**config.mk**
```make
export PLATFORM = sky130hd
export DESIGN_NAME = soc_run_ctrl
export DESIGN_NICKNAME = d
export VERILOG_FILES = /design/src/rtl/soc_run_ctrl.sv
export SDC_FILE = /design/constraint.sdc
export NUM_CORES = 1
export LEC_CHECK = 0
export BUFFER_PORTS_ARGS = -buffer_cell sky130_fd_sc_hd__buf_2
export CAP_MARGIN = 20
export CORE_MARGIN = 8
export CORE_UTILIZATION = 35
export DETAILED_ROUTE_END_ITERATION = 16
export SLEW_MARGIN = 40
export SYNTH_ARGS = -nofsm -noshare
export SYNTH_HDL_FRONTEND = slang
export SYNTH_SLANG_ARGS = --single-unit
export TNS_END_PERCENT = 50
```
**constraint.sdc**
```tcl
create_clock -name clk_100MHz -period 5.92 [get_ports clk_100MHz]
set_input_delay 0.888 -clock clk_100MHz [delete_from_list [all_inputs] [get_ports clk_100MHz]]
set_output_delay 0.888 -clock clk_100MHz [all_outputs]
set_load 0.01 [all_outputs]
```
**src/rtl/soc_run_ctrl.sv**
```systemverilog
// soc_run_ctrl: run controller for the risc_v_soc simulation/FPGA harness.
//
// Releases the SoC reset a fixed number of cycles after arst drops. While the
// SoC runs, it can inject a periodic hold pattern, which is ORed with an
// external hold. End-of-test is a core write to TOHOST_ADDR. If no such write
// arrives within TIMEOUT_CYCLES run cycles, a watchdog timeout ends the run.
// In DONE the core is frozen with hold=1 and its reset stays released.
//
// Ports:
//   clk_100MHz  in   system clock, rising edge
//   arst        in   asynchronous active-high reset
//   ext_hold    in   external hold request
//   wr_en       in   core data-bus write strobe
//   wr_addr     in   [ADDR_W] core write address
//   wr_data     in   [DATA_W] core write data
//   soc_arst_n  out  registered active-low reset to risc_v_soc
//   hold        out  hold to risc_v_soc
//   running     out  high while in RUN
//   done        out  sticky, test finished (tohost or timeout)
//   pass        out  sticky, tohost write with data==1
//   fail        out  sticky, tohost write with data!=1
//   timeout     out  sticky, watchdog expired
//   exit_code   out  [DATA_W] latched tohost data
//   cycle_cnt   out  [CNT_W] RUN cycles elapsed (saturating)
module soc_run_ctrl #(
  parameter int unsigned        RST_CYCLES     = 2,
  parameter int unsigned        TIMEOUT_CYCLES = 400,
  parameter int unsigned        HOLD_PERIOD    = 16,
  parameter int unsigned        HOLD_LEN       = 0,
  parameter int unsigned        ADDR_W         = 32,
  parameter int unsigned        DATA_W         = 32,
  parameter logic [ADDR_W-1:0]  TOHOST_ADDR    = 32'h0000_1000,
  parameter int unsigned        CNT_W          = 32
) (
  input  logic              clk_100MHz,
  input  logic              arst,
  input  logic              ext_hold,
  input  logic              wr_en,
  input  logic [ADDR_W-1:0] wr_addr,
  input  logic [DATA_W-1:0] wr_data,
  output logic              soc_arst_n,
  output logic              hold,
  output logic              running,
  output logic              done,
  output logic              pass,
  output logic              fail,
  output logic              timeout,
  output logic [DATA_W-1:0] exit_code,
  output logic [CNT_W-1:0]  cycle_cnt
);

  localparam int unsigned PH_W = (HOLD_PERIOD > 2) ? $clog2(HOLD_PERIOD) : 1;

  localparam logic [7:0]        RST_LAST  = 8'(RST_CYCLES - 1);
  localparam logic [PH_W-1:0]   PH_LAST   = PH_W'(HOLD_PERIOD - 1);
  localparam logic [PH_W-1:0]   PH_LEN    = PH_W'(HOLD_LEN);
  localparam logic [CNT_W-1:0]  TO_LAST   = CNT_W'(TIMEOUT_CYCLES - 1);
  localparam logic [DATA_W-1:0] PASS_CODE = DATA_W'(1);

  typedef enum logic [1:0] {
    ST_RST,
    ST_RUN,
    ST_DONE
  } state_e;

  state_e            state_q,      state_d;
  logic [7:0]        rst_cnt_q,    rst_cnt_d;
  logic [PH_W-1:0]   phase_q,      phase_d;
  logic [CNT_W-1:0]  cnt_q,        cnt_d;
  logic              soc_arst_n_q, soc_arst_n_d;
  logic              done_q,       done_d;
  logic              pass_q,       pass_d;
  logic              fail_q,       fail_d;
  logic              timeout_q,    timeout_d;
  logic [DATA_W-1:0] exit_q,       exit_d;

  logic tohost_hit;
  logic inj_hold;

  assign tohost_hit = wr_en && (wr_addr == TOHOST_ADDR);
  assign inj_hold   = (HOLD_LEN != 0) && (phase_q < PH_LEN);

  always_ff @(posedge clk_100MHz or posedge arst) begin
    if (arst) begin
      state_q      <= ST_RST;
      rst_cnt_q    <= '0;
      phase_q      <= '0;
      cnt_q        <= '0;
      soc_arst_n_q <= 1'b0;
      done_q       <= 1'b0;
      pass_q       <= 1'b0;
      fail_q       <= 1'b0;
      timeout_q    <= 1'b0;
      exit_q       <= '0;
    end else begin
      state_q      <= state_d;
      rst_cnt_q    <= rst_cnt_d;
      phase_q      <= phase_d;
      cnt_q        <= cnt_d;
      soc_arst_n_q <= soc_arst_n_d;
      done_q       <= done_d;
      pass_q       <= pass_d;
      fail_q       <= fail_d;
      timeout_q    <= timeout_d;
      exit_q       <= exit_d;
    end
  end

  always_comb begin
    state_d      = state_q;
    rst_cnt_d    = rst_cnt_q;
    phase_d      = phase_q;
    cnt_d        = cnt_q;
    soc_arst_n_d = soc_arst_n_q;
    done_d       = done_q;
    pass_d       = pass_q;
    fail_d       = fail_q;
    timeout_d    = timeout_q;
    exit_d       = exit_q;

    unique case (state_q)
      ST_RST: begin
        // soc_arst_n rises on the same edge that enters RUN, so the SoC
        // sees reset released on its first RUN cycle.
        if (rst_cnt_q == RST_LAST) begin
          state_d      = ST_RUN;
          soc_arst_n_d = 1'b1;
        end else begin
          rst_cnt_d = rst_cnt_q + 8'd1;
        end
      end
      ST_RUN: begin
        cnt_d   = (cnt_q == '1) ? cnt_q : cnt_q + 1'b1;
        phase_d = (phase_q == PH_LAST) ? '0 : phase_q + 1'b1;
        // A tohost hit takes priority over the watchdog in the same cycle.
        if (tohost_hit) begin
          state_d = ST_DONE;
          done_d  = 1'b1;
          exit_d  = wr_data;
          pass_d  = (wr_data == PASS_CODE);
          fail_d  = (wr_data != PASS_CODE);
        end else if (cnt_q == TO_LAST) begin
          state_d   = ST_DONE;
          done_d    = 1'b1;
          timeout_d = 1'b1;
        end
      end
      ST_DONE: begin
      end
      default: state_d = ST_RST;
    endcase
  end

  always_comb begin
    hold = 1'b0;
    unique case (state_q)
      ST_RUN:  hold = inj_hold || ext_hold;
      ST_DONE: hold = 1'b1;
      default: hold = 1'b0;
    endcase
  end

  assign running    = (state_q == ST_RUN);
  assign soc_arst_n = soc_arst_n_q;
  assign done       = done_q;
  assign pass       = pass_q;
  assign fail       = fail_q;
  assign timeout    = timeout_q;
  assign exit_code  = exit_q;
  assign cycle_cnt  = cnt_q;

endmodule
```
==> summary.md <==
| Metric | Value |
|---|---|
| Post-synthesis cell type count | 46 |
| Top FF cell, synth | dfrtp_1 |
| Layout cells sized above 1 | 42.37% |
| Sink Count | 79 |
| Slew Limit Headroom | 51.69% |
| Static leakage | 2.468 nW |
| First-pass GRT wire length | 17.17 mm |
| CP startpoint kind | flop |
| Critical Path AT | 1.80 ns |
| Multi-input logic area | 1674 sq um |
| Unrepaired setup endpoints after global routing | false |
| Post-synth top area share | 52.81% |
| Flop2flop setup slack | 3.30 ns |
| Via count | 3071 |
| Reg area | 1977 sq um |
| Maximum vdd drop | 0.0001073 V |
| PortBufs | 138 |
| Synthesized area per cell | 11.85 sq um |
| DRC Markers | 0 |
| Final Cycle Share | 45.33% |
| Yosys reg bits | 79 |
| RR Endpoint | exit_code[19] |
| ANT nets after route | 0 |
| First drt pass iteration count | 4 |
| Hold Path Sink | soc_arst_n |
| ANT cells | 0 |
| Hold slack | 0.4544 ns |
| Clock Skew | 0.01039 ns |
| Final WS setup | 3.236 ns |
| Worst hold path depth | 1 |
| YS warnings | 0 |
| Hpwl dp | 8.030 mm |
| Hold Path Class | reg -> reg |
| Initial antenna violation count | 0 |
| Gpl congestion | 0.8879 |
| Cts hold-fix bufs | 0 |
| Worst slew pin tran | 0.7247 ns |
| Mapped cell area | 3744 sq um |
| Syn nets | 390 |
| Largest area contributor in the netlist | dfrtp_1 |
| Final Max Slew Viols | 0 |
| Crit path required time | 5.03 ns |
| Drt wl/cell | 17.40 um |
| Pre-CTS WS | 3.134 ns |
| Overall Global Routing Usage | 14.77% |
| CTS buffer count | 9 |
| Synth area leaders | dfrtp_1, mux2_2, xnor2_1 |
| Seq/Total Area, Yosys | 52.81% |
| Crit path from | state_q[1] |
| Die area | 14260 sq um |
| Number of global-route vias before repair | 3356 |
| TritonCTS clock tree | yes |
| HP Start | soc_arst_n |
| Row count | 37 |
| Post-CTS Setup Bufs | 0 |
| Reg2reg path depth | 6 |
| Initial drt markers | 82 |
| P&R area growth vs syn | 27.04% |
| Final WL | 10.46 mm |
| Worst skew pair latency | 0.36 ns |
| Vias per cell | 5.110 |
| Initial Utilization | 36.10% |
| CTS root buf | clkbuf_8 |
| IO Pins | 139 |
| CP Capture Type | output pin |
| Status | finished clean |
| CTS clock-pin slew for the worst setup and hold paths | 0.08 ns |
| Number of flops mapped to enable cells by yosys | 0 |
| Final Core Density | 45.86% |
| Setup Total Neg Slack | 0 ns |
| Max Fanout on Critical Path | 14 |
| Pwr/cell area | 216.4 nW/um^2 |
| Synth Instances | 316 |
| Post-CTS Resized | 0 |
| Nets@finish | 534 |
| Die Height | 119.4 um |
| Fillers | 985 |
| Critical path type | reg -> out |
| Depth of the CTS H-tree | 3 |
| Max_cap viols | 0 |
| CTS max path bufs | 2 |
| Total grt overflow | 0 |
| Fmax | 0.3726 GHz |
| Largest net degree at the start of global routing | 80 |
| Total core area | 10370 sq um |
| Die width | 119.4 um |
| Hold Violations, Final | 0 |
| Post-synth ARST share | 100.0% |
| Fin crit period | 2.684 ns |
| Final setup viols | 0 |
| Reg2reg start | state_q[1] |
==> critical path, stage by stage (launching register included) <==
cell and delay (ns):
dfrtp_1 0.40, inv_1 0.08, ha_1 0.55, a21oi_1 0.13, nor2b_1 0.14, buf_2 0.15
==> layout by cell type, fill, tap and decap left out, drive strengths merged, types with 4 or more instances in the layout <==
cell and count:
a21oi 4, and3 5, and4 5, buf 140
clkbuf 11, clkinv 4, dfrtp 79, ha 6
inv 11, mux2 34, nand2 17, nand3 18
nand4 17, nor2 17, nor3 10, nor4 21
or3 4, xnor2 23, xor2 14
==> state kept, by name (all words and copies together) (netlist names) <==
signal      cells
rst_cnt_q       8
state_q         2
done            1
exit_code      32
fail            1
soc_arst_n      1
cycle_cnt      32
pass            1
timeout         1
==> per-stage QoR <==
stage | area (sq um) | total power [mW] | cells
3_5_place_dp | 4573 | 0.6637 | 585
4_1_cts | 4756 | 1.047 | 601
2_1_floorplan | 3744 | 0.6142 | 316
6_report | 4756 | 1.029 | 601
5_1_grt | 4756 | 1.080 | 601
3_3_place_gp | 4569 | 0.6615 | 585
==> cell families (layout without fill, tap and decap cells) <==
kind of cell,Yosys count,count (layout),share of synthesized area [%]
DFF,79,79,52.81
AOI/OAI and AO/OA,16,16,3.275
adders and majority gates,6,6,2.005
muxes,34,34,10.23
and+or+nand+nor,126,126,20.55
buffers and inverters,18,167,2.473
xor gates and xnor gates,37,37,8.656
==> Yosys cell counts, drive strengths merged, types with 4 or more instances <==
cell type,instances
nand3,18
nor4,21
xnor2,23
and4,5
nand4,17
nand2,17
inv,11
nor3,10
a21oi,4
mux2,34
nor2,17
and3,5
buf,6
ha,6
or3,4
xor2,14
dfrtp,79
==> routing by layer <==
metal  GRT usage, %  vias up  wire [um]
li1               -     1435          -
met1          17.57     1499       4515
met2          24.41      127       4870
met3          4.865       10        924
met4          5.464        0        149
met5              0        -          0
==> cell type report <==
cell class / count / area share, %
Sequential cell: 79 / 41.57
Multi-Input combinational cell: 219 / 35.20
Timing Repair Buffer: 140 / 14.92
Tap cell: 136 / 3.578
Clock buffer: 11 / 3.183
Inverter: 11 / 0.8945
Clock inverter: 5 / 0.6577
==> where the power goes <==
part / internal (mW) / switching (mW)
Clock: 0.175 / 0.203
Combinational: 0.0422 / 0.0552
Sequential: 0.546 / 0.00822
Total: 0.763 / 0.266
==> how the worst max path moves through the flow <==
stage / end / cells after the start / slack [ns]
6_report: hold / 5 / 3.24
5_1_grt: hold / 5 / 3.06
4_1_cts: hold / 5 / 3.20
3_5_place_dp: state_q[0] / 6 / 3.13
3_3_place_gp: state_q[0] / 6 / 3.21
2_1_floorplan: cycle_cnt[0] / 1 / 3.01
Power figures use the tool's default switching activity.
